## src/rtl/shift_pkg.sv

```systemverilog
// Shared sizing for the buffer loader and its shift datapath: entry width, depth, buffer count, empty marker.
package shift_pkg;
  localparam int DEF_ENTRY_W = 3;
  localparam int DEF_DEPTH   = 6;
  localparam int NUM_BUF     = 4;
  localparam int SEL_W       = 2;
  localparam int EMPTY_ENTRY = 0;

  typedef logic [SEL_W-1:0] buf_idx_t;
endpackage

```

## src/rtl/rr_pick.sv

```systemverilog
// Round-robin picker: first set request bit searching ptr, ptr+1, ... modulo NUM_BUF. Purely combinational.
module rr_pick
  import shift_pkg::*;
(
  input  logic [NUM_BUF-1:0] req,
  input  buf_idx_t           ptr,
  output buf_idx_t           gnt,
  output logic               any_gnt
);

  buf_idx_t idx;

  // Walk from the farthest offset back to ptr so the closest requester wins.
  always_comb begin
    gnt     = '0;
    any_gnt = 1'b0;
    idx     = '0;
    for (int i = NUM_BUF - 1; i >= 0; i--) begin
      idx = ptr + SEL_W'(i);
      if (req[idx]) begin
        gnt     = idx;
        any_gnt = 1'b1;
      end
    end
  end

endmodule

```

## src/rtl/buffer_loader.sv

```systemverilog
// Four shift buffers loaded by a valid/ready writer and drained head-first in round-robin order.
// Optional BUFFER_LOADER_STATS_EN adds a saturating drop counter (refused or zero-valued writes).
module buffer_loader
  import shift_pkg::*;
#(
  parameter int ENTRY_W = DEF_ENTRY_W,
  parameter int DEPTH   = DEF_DEPTH
) (
  input  logic                     clk,
  input  logic                     rst,
  input  logic                     in_valid,
  output logic                     in_ready,
  input  logic [SEL_W-1:0]         in_sel,
  input  logic [ENTRY_W-1:0]       in_data,
  output logic                     out_valid,
  input  logic                     out_ready,
  output logic [SEL_W-1:0]         out_sel,
  output logic [ENTRY_W-1:0]       out_data,
  output logic [ENTRY_W*DEPTH-1:0] buffer1_o,
  output logic [ENTRY_W*DEPTH-1:0] buffer2_o,
  output logic [ENTRY_W*DEPTH-1:0] buffer3_o,
  output logic [ENTRY_W*DEPTH-1:0] buffer4_o,
`ifdef BUFFER_LOADER_STATS_EN
  output logic [7:0]               drop_cnt,
`endif
  output logic [NUM_BUF-1:0]       full,
  output logic [NUM_BUF-1:0]       empty
);

  localparam int BUF_W = ENTRY_W * DEPTH;
  localparam int CNT_W = $clog2(DEPTH + 1);

  logic [BUF_W-1:0] buf_q [NUM_BUF];
  logic [BUF_W-1:0] buf_d [NUM_BUF];
  logic [CNT_W-1:0] cnt_q [NUM_BUF];
  logic [CNT_W-1:0] cnt_d [NUM_BUF];
  buf_idx_t         rr_q, rr_d;

  logic [NUM_BUF-1:0] req_mask;
  buf_idx_t           pick_sel;
  logic               pick_vld;
  logic               pop;
  logic               wr_en;

  always_comb begin
    for (int b = 0; b < NUM_BUF; b++) begin
      full[b]  = (cnt_q[b] == CNT_W'(DEPTH));
      empty[b] = (cnt_q[b] == '0);
    end
  end

  assign req_mask = ~empty;
  assign in_ready = !full[in_sel];

  rr_pick u_rr_pick (
    .req     (req_mask),
    .ptr     (rr_q),
    .gnt     (pick_sel),
    .any_gnt (pick_vld)
  );

  assign out_valid = pick_vld;
  assign out_sel   = pick_vld ? pick_sel : '0;
  assign out_data  = pick_vld ? buf_q[pick_sel][ENTRY_W-1:0] : '0;

  assign pop   = pick_vld && out_ready;
  assign wr_en = in_valid && in_ready && (in_data != ENTRY_W'(EMPTY_ENTRY));

  // Pop shifts first, so a same-buffer write lands at the post-shift fill level.
  always_comb begin
    rr_d = rr_q;
    if (pop) begin
      rr_d = pick_sel + 1'b1;
    end
    for (int b = 0; b < NUM_BUF; b++) begin
      buf_d[b] = buf_q[b];
      cnt_d[b] = cnt_q[b];
      if (pop && (pick_sel == SEL_W'(b))) begin
        buf_d[b] = buf_q[b] >> ENTRY_W;
        cnt_d[b] = cnt_q[b] - 1'b1;
      end
      if (wr_en && (in_sel == SEL_W'(b))) begin
        for (int k = 0; k < DEPTH; k++) begin
          if (cnt_d[b] == CNT_W'(k)) begin
            buf_d[b][k*ENTRY_W +: ENTRY_W] = in_data;
          end
        end
        cnt_d[b] = cnt_d[b] + 1'b1;
      end
    end
  end

  always_ff @(posedge clk) begin
    if (rst) begin
      for (int b = 0; b < NUM_BUF; b++) begin
        buf_q[b] <= '0;
        cnt_q[b] <= '0;
      end
      rr_q <= '0;
    end else begin
      for (int b = 0; b < NUM_BUF; b++) begin
        buf_q[b] <= buf_d[b];
        cnt_q[b] <= cnt_d[b];
      end
      rr_q <= rr_d;
    end
  end

  assign buffer1_o = buf_q[0];
  assign buffer2_o = buf_q[1];
  assign buffer3_o = buf_q[2];
  assign buffer4_o = buf_q[3];

`ifdef BUFFER_LOADER_STATS_EN
  logic [7:0] drop_cnt_q, drop_cnt_d;

  always_comb begin
    drop_cnt_d = drop_cnt_q;
    if (in_valid && (!in_ready || (in_data == ENTRY_W'(EMPTY_ENTRY))) && (drop_cnt_q != 8'hFF)) begin
      drop_cnt_d = drop_cnt_q + 8'd1;
    end
  end

  always_ff @(posedge clk) begin
    if (rst) begin
      drop_cnt_q <= '0;
    end else begin
      drop_cnt_q <= drop_cnt_d;
    end
  end

  assign drop_cnt = drop_cnt_q;
`endif

endmodule

```

## config.mk

```make
export PLATFORM = sky130hd
export DESIGN_NAME = buffer_loader
export DESIGN_NICKNAME = d
export VERILOG_FILES = /design/src/rtl/shift_pkg.sv /design/src/rtl/rr_pick.sv /design/src/rtl/buffer_loader.sv
export SDC_FILE = /design/constraint.sdc
export NUM_CORES = 1
export LEC_CHECK = 0
export CAP_MARGIN = 20
export CORE_MARGIN = 2
export CORE_UTILIZATION = 57
export DETAILED_ROUTE_END_ITERATION = 6
export GPL_TIMING_DRIVEN = 0
export PLACE_DENSITY = 0.87
export RECOVER_POWER = 25
export SYNTH_ARGS = -nofsm -noshare
export SYNTH_HDL_FRONTEND = slang
export SYNTH_HIERARCHICAL = 1
export SYNTH_SLANG_ARGS = --single-unit
```

## constraint.sdc

```tcl
create_clock -name clk -period 6 [get_ports clk]
set_clock_uncertainty 0.1 [all_clocks]
set_input_delay 1.2 -clock clk [delete_from_list [all_inputs] [get_ports clk]]
set_output_delay 1.2 -clock clk [all_outputs]
set_load 0.02 [all_outputs]
```

[After elaboration in Yosys (flattened, before gate mapping)]
Memories as Yosys holds them, arrays and structs flattened.
Cells that the tools add are included.
Word-level totals
  register bits: 2
  bits in writable memories: 84
  input bits: 9
  memories: 2
Memory list
  buf_q: words 4, bits a word 18, read ports 5, clocked after Yosys merged registers in 0, write ports 4, RTL line buffer_loader.sv:33  | logic [BUF_W-1:0] buf_q [NUM_BUF];
  cnt_q: words 4, bits a word 3, read ports 4, clocked after Yosys merged registers in 0, write ports 4, RTL line buffer_loader.sv:35  | logic [CNT_W-1:0] cnt_q [NUM_BUF];
Operators by class
  add/sub/neg operators: 12
  $lt $le $gt $ge: 5
  equal/unequal tests: 30
  mux-type cells: 71
  bitwise gates (word level): 9
  reductions and logical operators: 23
Operator list (count)
  $mux 18: 12
  $mux 3: 37
  $eq 3x3->1 const B: 12
  $eq 3x2->1 const B: 8
  $logic_not 3->1: 8
  $lt 2x3->1 const B: 5
  $add 3x1->3 const B: 4
  $eq 3x1->1 const B: 4
  $mux 1: 12
  $sub 3x1->3 const B: 4
  $logic_and 1x1->1: 11
  $bmux 1 s2: 5
  $mux 2: 5
  $eq 2x2->1 const B: 4
  $or 1x1->1: 8
  $add 2x1->2 const B: 2
  $add 2x2->2 const B: 2
  $eq 2x1->1 const B: 2
  $logic_not 2->1: 2
  $not 4->4: 1
  $reduce_bool 3->1: 1
  $logic_not 1->1: 1

[Logic depth before layout (Yosys ltp)]
  word-level depth: 15
  gate-level depth with buffers: 19
  mapped depth without buffers: 15

[Modules after synthesis]
The synthesis kept the hierarchy.
Modules (own cells, without submodules)
  buffer_loader: times used 1, cells each 624, area an instance 5218.8 um^2, seq. area each 1721.7 um^2
  rr_pick: times used 1, cells each 13, area an instance 77.6 um^2, seq. area each 0.0 um^2

[Worst setup path before layout]
Ideal clock, no wire load.
  path type: register to output
  from: mem cnt_q[3][0] in the netlist's numbering
  to: out out_data[0]
  data arrival time: 2.226 ns
  required time: 4.700 ns
  path slack: 2.474 ns
  cell stages (with the launch flop): 9
  cells stage by stage: dfxtp_1 inv_1 ha_1 nand2b_1 mux2i_1 a211oi_2 clkbuf_1 mux4_2 and2_1
RTL lines
  start: declaration: RTL line buffer_loader.sv:35
  end: declaration: RTL line buffer_loader.sv:18  | output logic [ENTRY_W-1:0] out_data,

==> impl_metrics.py <==
metrics = {
    "placed_design": {
        "dp_cells": 839,
        "place_area_um2": 6340,
        "place.gp.congestion": 0.914,
        "dp_hpwl_um": 11700,
        "port_buffers": 90,
    },
    "detailed_routing": {
        "wl_per_cell_um": 18.7,
        "via_count": 5230,
        "route.detailed.drc": 0,
        "drt_pre_antenna_iters": 5,
        "drtAntennaViolNets": 0,
        "wl_um": 16000,
        "detail_route.iter0.violations": 382,
        "drt-vias-per-instance": 6.12,
    },
    "setup_path": {
        "worst-path-max-fanout": 7,
        "start_kind": "flop",
        "worst_setup_path_end_kind": "output port",
        "worstPathArrival_ns": 3.46,
        "required_ns": 4.70,
        "crit_slowest_cell": "mux4_2",
        "path_class": "flop to output port",
        "worstPathCellList": "inv_1 > ha_1 > nand2b_1 > mux2i_1 > a211oi_2 > clkbuf_1 > mux4_2 > and2_1 > clkdlybuf4s50_1",
        "cp_top_family": "buffers and inverters",
        "cp_num_buf_inv": 3,
        "crit_path_max_incr_delay_ns": 0.56,
    },
    "yosys": {
        "synth_most_common_cell": "nand2_1",
        "ys_seq_elements": 86,
        "synth_area_per_cell_um2": 8.31,
        "seq_area_frac_synth_pct": 32.5,
        "synth_warnings": 6,
        "synth_nets": 666,
        "synth_top_area_share_pct": 32.5,
        "syn-cell-area_um2": 5300,
        "synth_edf_count": 0,
        "synthTopCellsByArea": "dfxtp_1, nand2_1, mux2_2, a21oi_1, ha_1",
        "yosys-top-cells-count": "nand2_1, dfxtp_1, a21oi_1",
        "synth-main-ff-cell": "dfxtp_1",
        "synthArstFlopShare_pct": 0,
        "syn_inst": 637,
        "yosysUniqueCellTypes": 53,
        "netlist.top_cell.by_area": "dfxtp_1",
    },
    "clock_network": {
        "cts_sinks": 86,
        "clkLatencyLatePin_ns": 0.36,
        "clk_pin_slew_ns": 0.09,
        "cts_max_level": 3,
        "holdBufCountCts": 0,
        "cts_made_buffers": 9,
        "clk_path_buf_depth": 2,
        "cts_setup_buffers": 0,
        "cts_root_buf": "clkbuf_8",
        "cts_tree": "done",
        "post_cts_resized": 0,
    },
    "cells_and_area": {
        "stdcell_count": 855,
        "fin_util_pct": 72.2,
        "fin_nets": 768,
        "n_antenna_cell": 0,
        "final_cell_area_um2": 6570,
        "drive_gt1_share_pct": 15.1,
        "area_delta_synth_final_pct": 24.1,
    },
    "timing": {
        "tightestPinTransition_ns": 0.886,
        "timing.final.max_slew_violations": 0,
        "setup-violations-final": 0,
        "maxSlewHeadroom_pct": 40.8,
        "max_freq_mhz": 210,
        "fin_crit_ns": 4.76,
        "hold_viol": 0,
        "rsz0062_at_grt": "false",
        "finalSetupTns_ns": 0,
        "finalCritPeriodShare_pct": 79.3,
    },
    "pwr": {
        "p_clk_share_pct": 17.7,
        "total_leakage_power_nw": 2.46,
        "combPwrFrac_pct": 57.1,
        "vdd_drop_max_v": 0.000281,
        "p_sw_mw": 1.27,
        "switching_share_pct": 46.9,
        "seq_power_share_pct": 25.2,
        "cell_internal_pwr_mw": 1.43,
        "pwr_density_cell_nw_per_um2": 411,
    },
    "floorplan": {
        "die_w_um": 100,
        "io_pins": 96,
        "rows": 35,
        "die_area_um2": 10100,
        "core_um2": 9110,
        "fp.dieH_um": 100,
        "start_util_pct": 58.1,
    },
    "global_routing": {
        "grt_overflow": 0,
        "grt_pass1_wl_um": 25400,
        "grt_pass1_vias": 4957,
        "grt_use_total_pct": 32.3,
        "grt_antenna_before_repair": 0,
        "grt_max_degree": 15,
    },
    "hold_path": {
        "hp-class": "flop to flop",
    },
    "run_status": {
        "status": "finished, final reports clean",
    },
    "job": {
        "drv_cap": 0,
    },
}
-- metal layers --
| layer | track usage (%) | part of all wire [%] | up-vias |
|---|---|---|---|
| li1 | - | - | 2437 |
| met1 | 41.4 | 39 | 2470 |
| met2 | 52.3 | 47 | 276 |
| met3 | 5.36 | 8.5 | 47 |
| met4 | 16.9 | 4.7 | 0 |
| met5 | 0 | 0 | - |
-- metrics by stage --
step	hold slack, ns	power, mW	worst slack [ns]
floorplan	0.395	1.78	2.47
global placement	0.371	2.15	1.77
detailed placement	0.366	2.20	1.71
global route	0.410	2.86	1.08
finish	0.385	2.70	1.24
CTS	0.389	2.68	1.28
-- flip-flops by register name (all words and copies together) (netlist names) --
register and flops:
rr_q 2, buf_q 72, cnt_q 12
-- power by group through the flow --
| stage | registers, mW | clock network [mW] | logic, mW |
|---|---|---|---|
| floorplan | 0.703 | 0 | 1.07 |
| finish | 0.682 | 0.478 | 1.54 |
| global route | 0.689 | 0.502 | 1.67 |
| CTS | 0.679 | 0.479 | 1.52 |
| detailed placement | 0.692 | 0 | 1.51 |
| global placement | 0.689 | 0 | 1.46 |
-- path summary, 6_finish.rpt --
| kind | startpoint | to | slack (ns) | cells after the start |
|---|---|---|---|---|
| setup / recovery | cnt_q[3][0] | out_data[2] | 1.24 | 9 |
| hold / removal | buf_q[3][17] | buf_q[3][17] | 0.39 | 2 |
| setup reg to reg | cnt_q[3][0] | buf_q[2][10] | 1.89 | 17 |
| hold reg to reg | buf_q[3][17] | buf_q[3][17] | 0.39 | 2 |
-- cell families after synthesis --
logic type,Yosys count,synth area share (%)
xor+xnor,15,2.48
buf+inv,61,5.41
simple gates,267,24.0
mux,68,14.8
fa+ha+maj,20,4.72
compound gates,120,16.1
flops,86,32.5
-- cells in the final DEF, fill, tap and decap left out, types with 7 or more instances in the layout --
| cell type | netlist | routed |
|---|---|---|
| nor2_1 | 22 | 22 |
| dlygate4sd3_1 | 0 | 42 |
| nand2_1 | 144 | 144 |
| a21oi_1 | 62 | 62 |
| and2_1 | 10 | 10 |
| xnor2_1 | 10 | 10 |
| mux2_2 | 43 | 43 |
| nand3_1 | 11 | 11 |
| mux2i_1 | 15 | 15 |
| nor3_1 | 27 | 27 |
| a311oi_1 | 15 | 15 |
| a211oi_2 | 9 | 9 |
| a211oi_1 | 7 | 7 |
| inv_1 | 18 | 18 |
| ha_1 | 20 | 20 |
| clkdlybuf4s50_1 | 0 | 48 |
| clkbuf_8 | 0 | 11 |
| dfxtp_1 | 86 | 86 |
| buf_2 | 12 | 13 |
| and3_1 | 8 | 8 |
| nand2b_1 | 10 | 10 |
| clkbuf_1 | 22 | 22 |
-- final cells by class --
cell class / instances / area, um^2
Timing Repair Buffer: 91 / 906
Inverter: 18 / 67.6
Sequential cell: 86 / 1720
Clock inverter: 5 / 81.3
Buffer: 43 / 219
Clock buffer: 11 / 151
Tap cell: 111 / 139
Fill cell: 690 / 2530
Multi-Input combinational cell: 490 / 3290
-- worst register-to-register path, cell delays in order, from the launching register on --
cell and delay [ns]:
dfxtp_1 0.45, inv_1 0.18, ha_1 0.23, nand2b_1 0.19, mux2i_1 0.13, a211oi_2 0.32, clkbuf_1 0.34, inv_1 0.12
ha_1 0.26, and3_1 0.16, buf_4 0.15, buf_6 0.14, xnor2_1 0.18, nor2_1 0.14, ha_1 0.16, o211ai_1 0.17
or2_2 0.36, a311oi_1 0.23
Power figures use the tool's default switching activity.
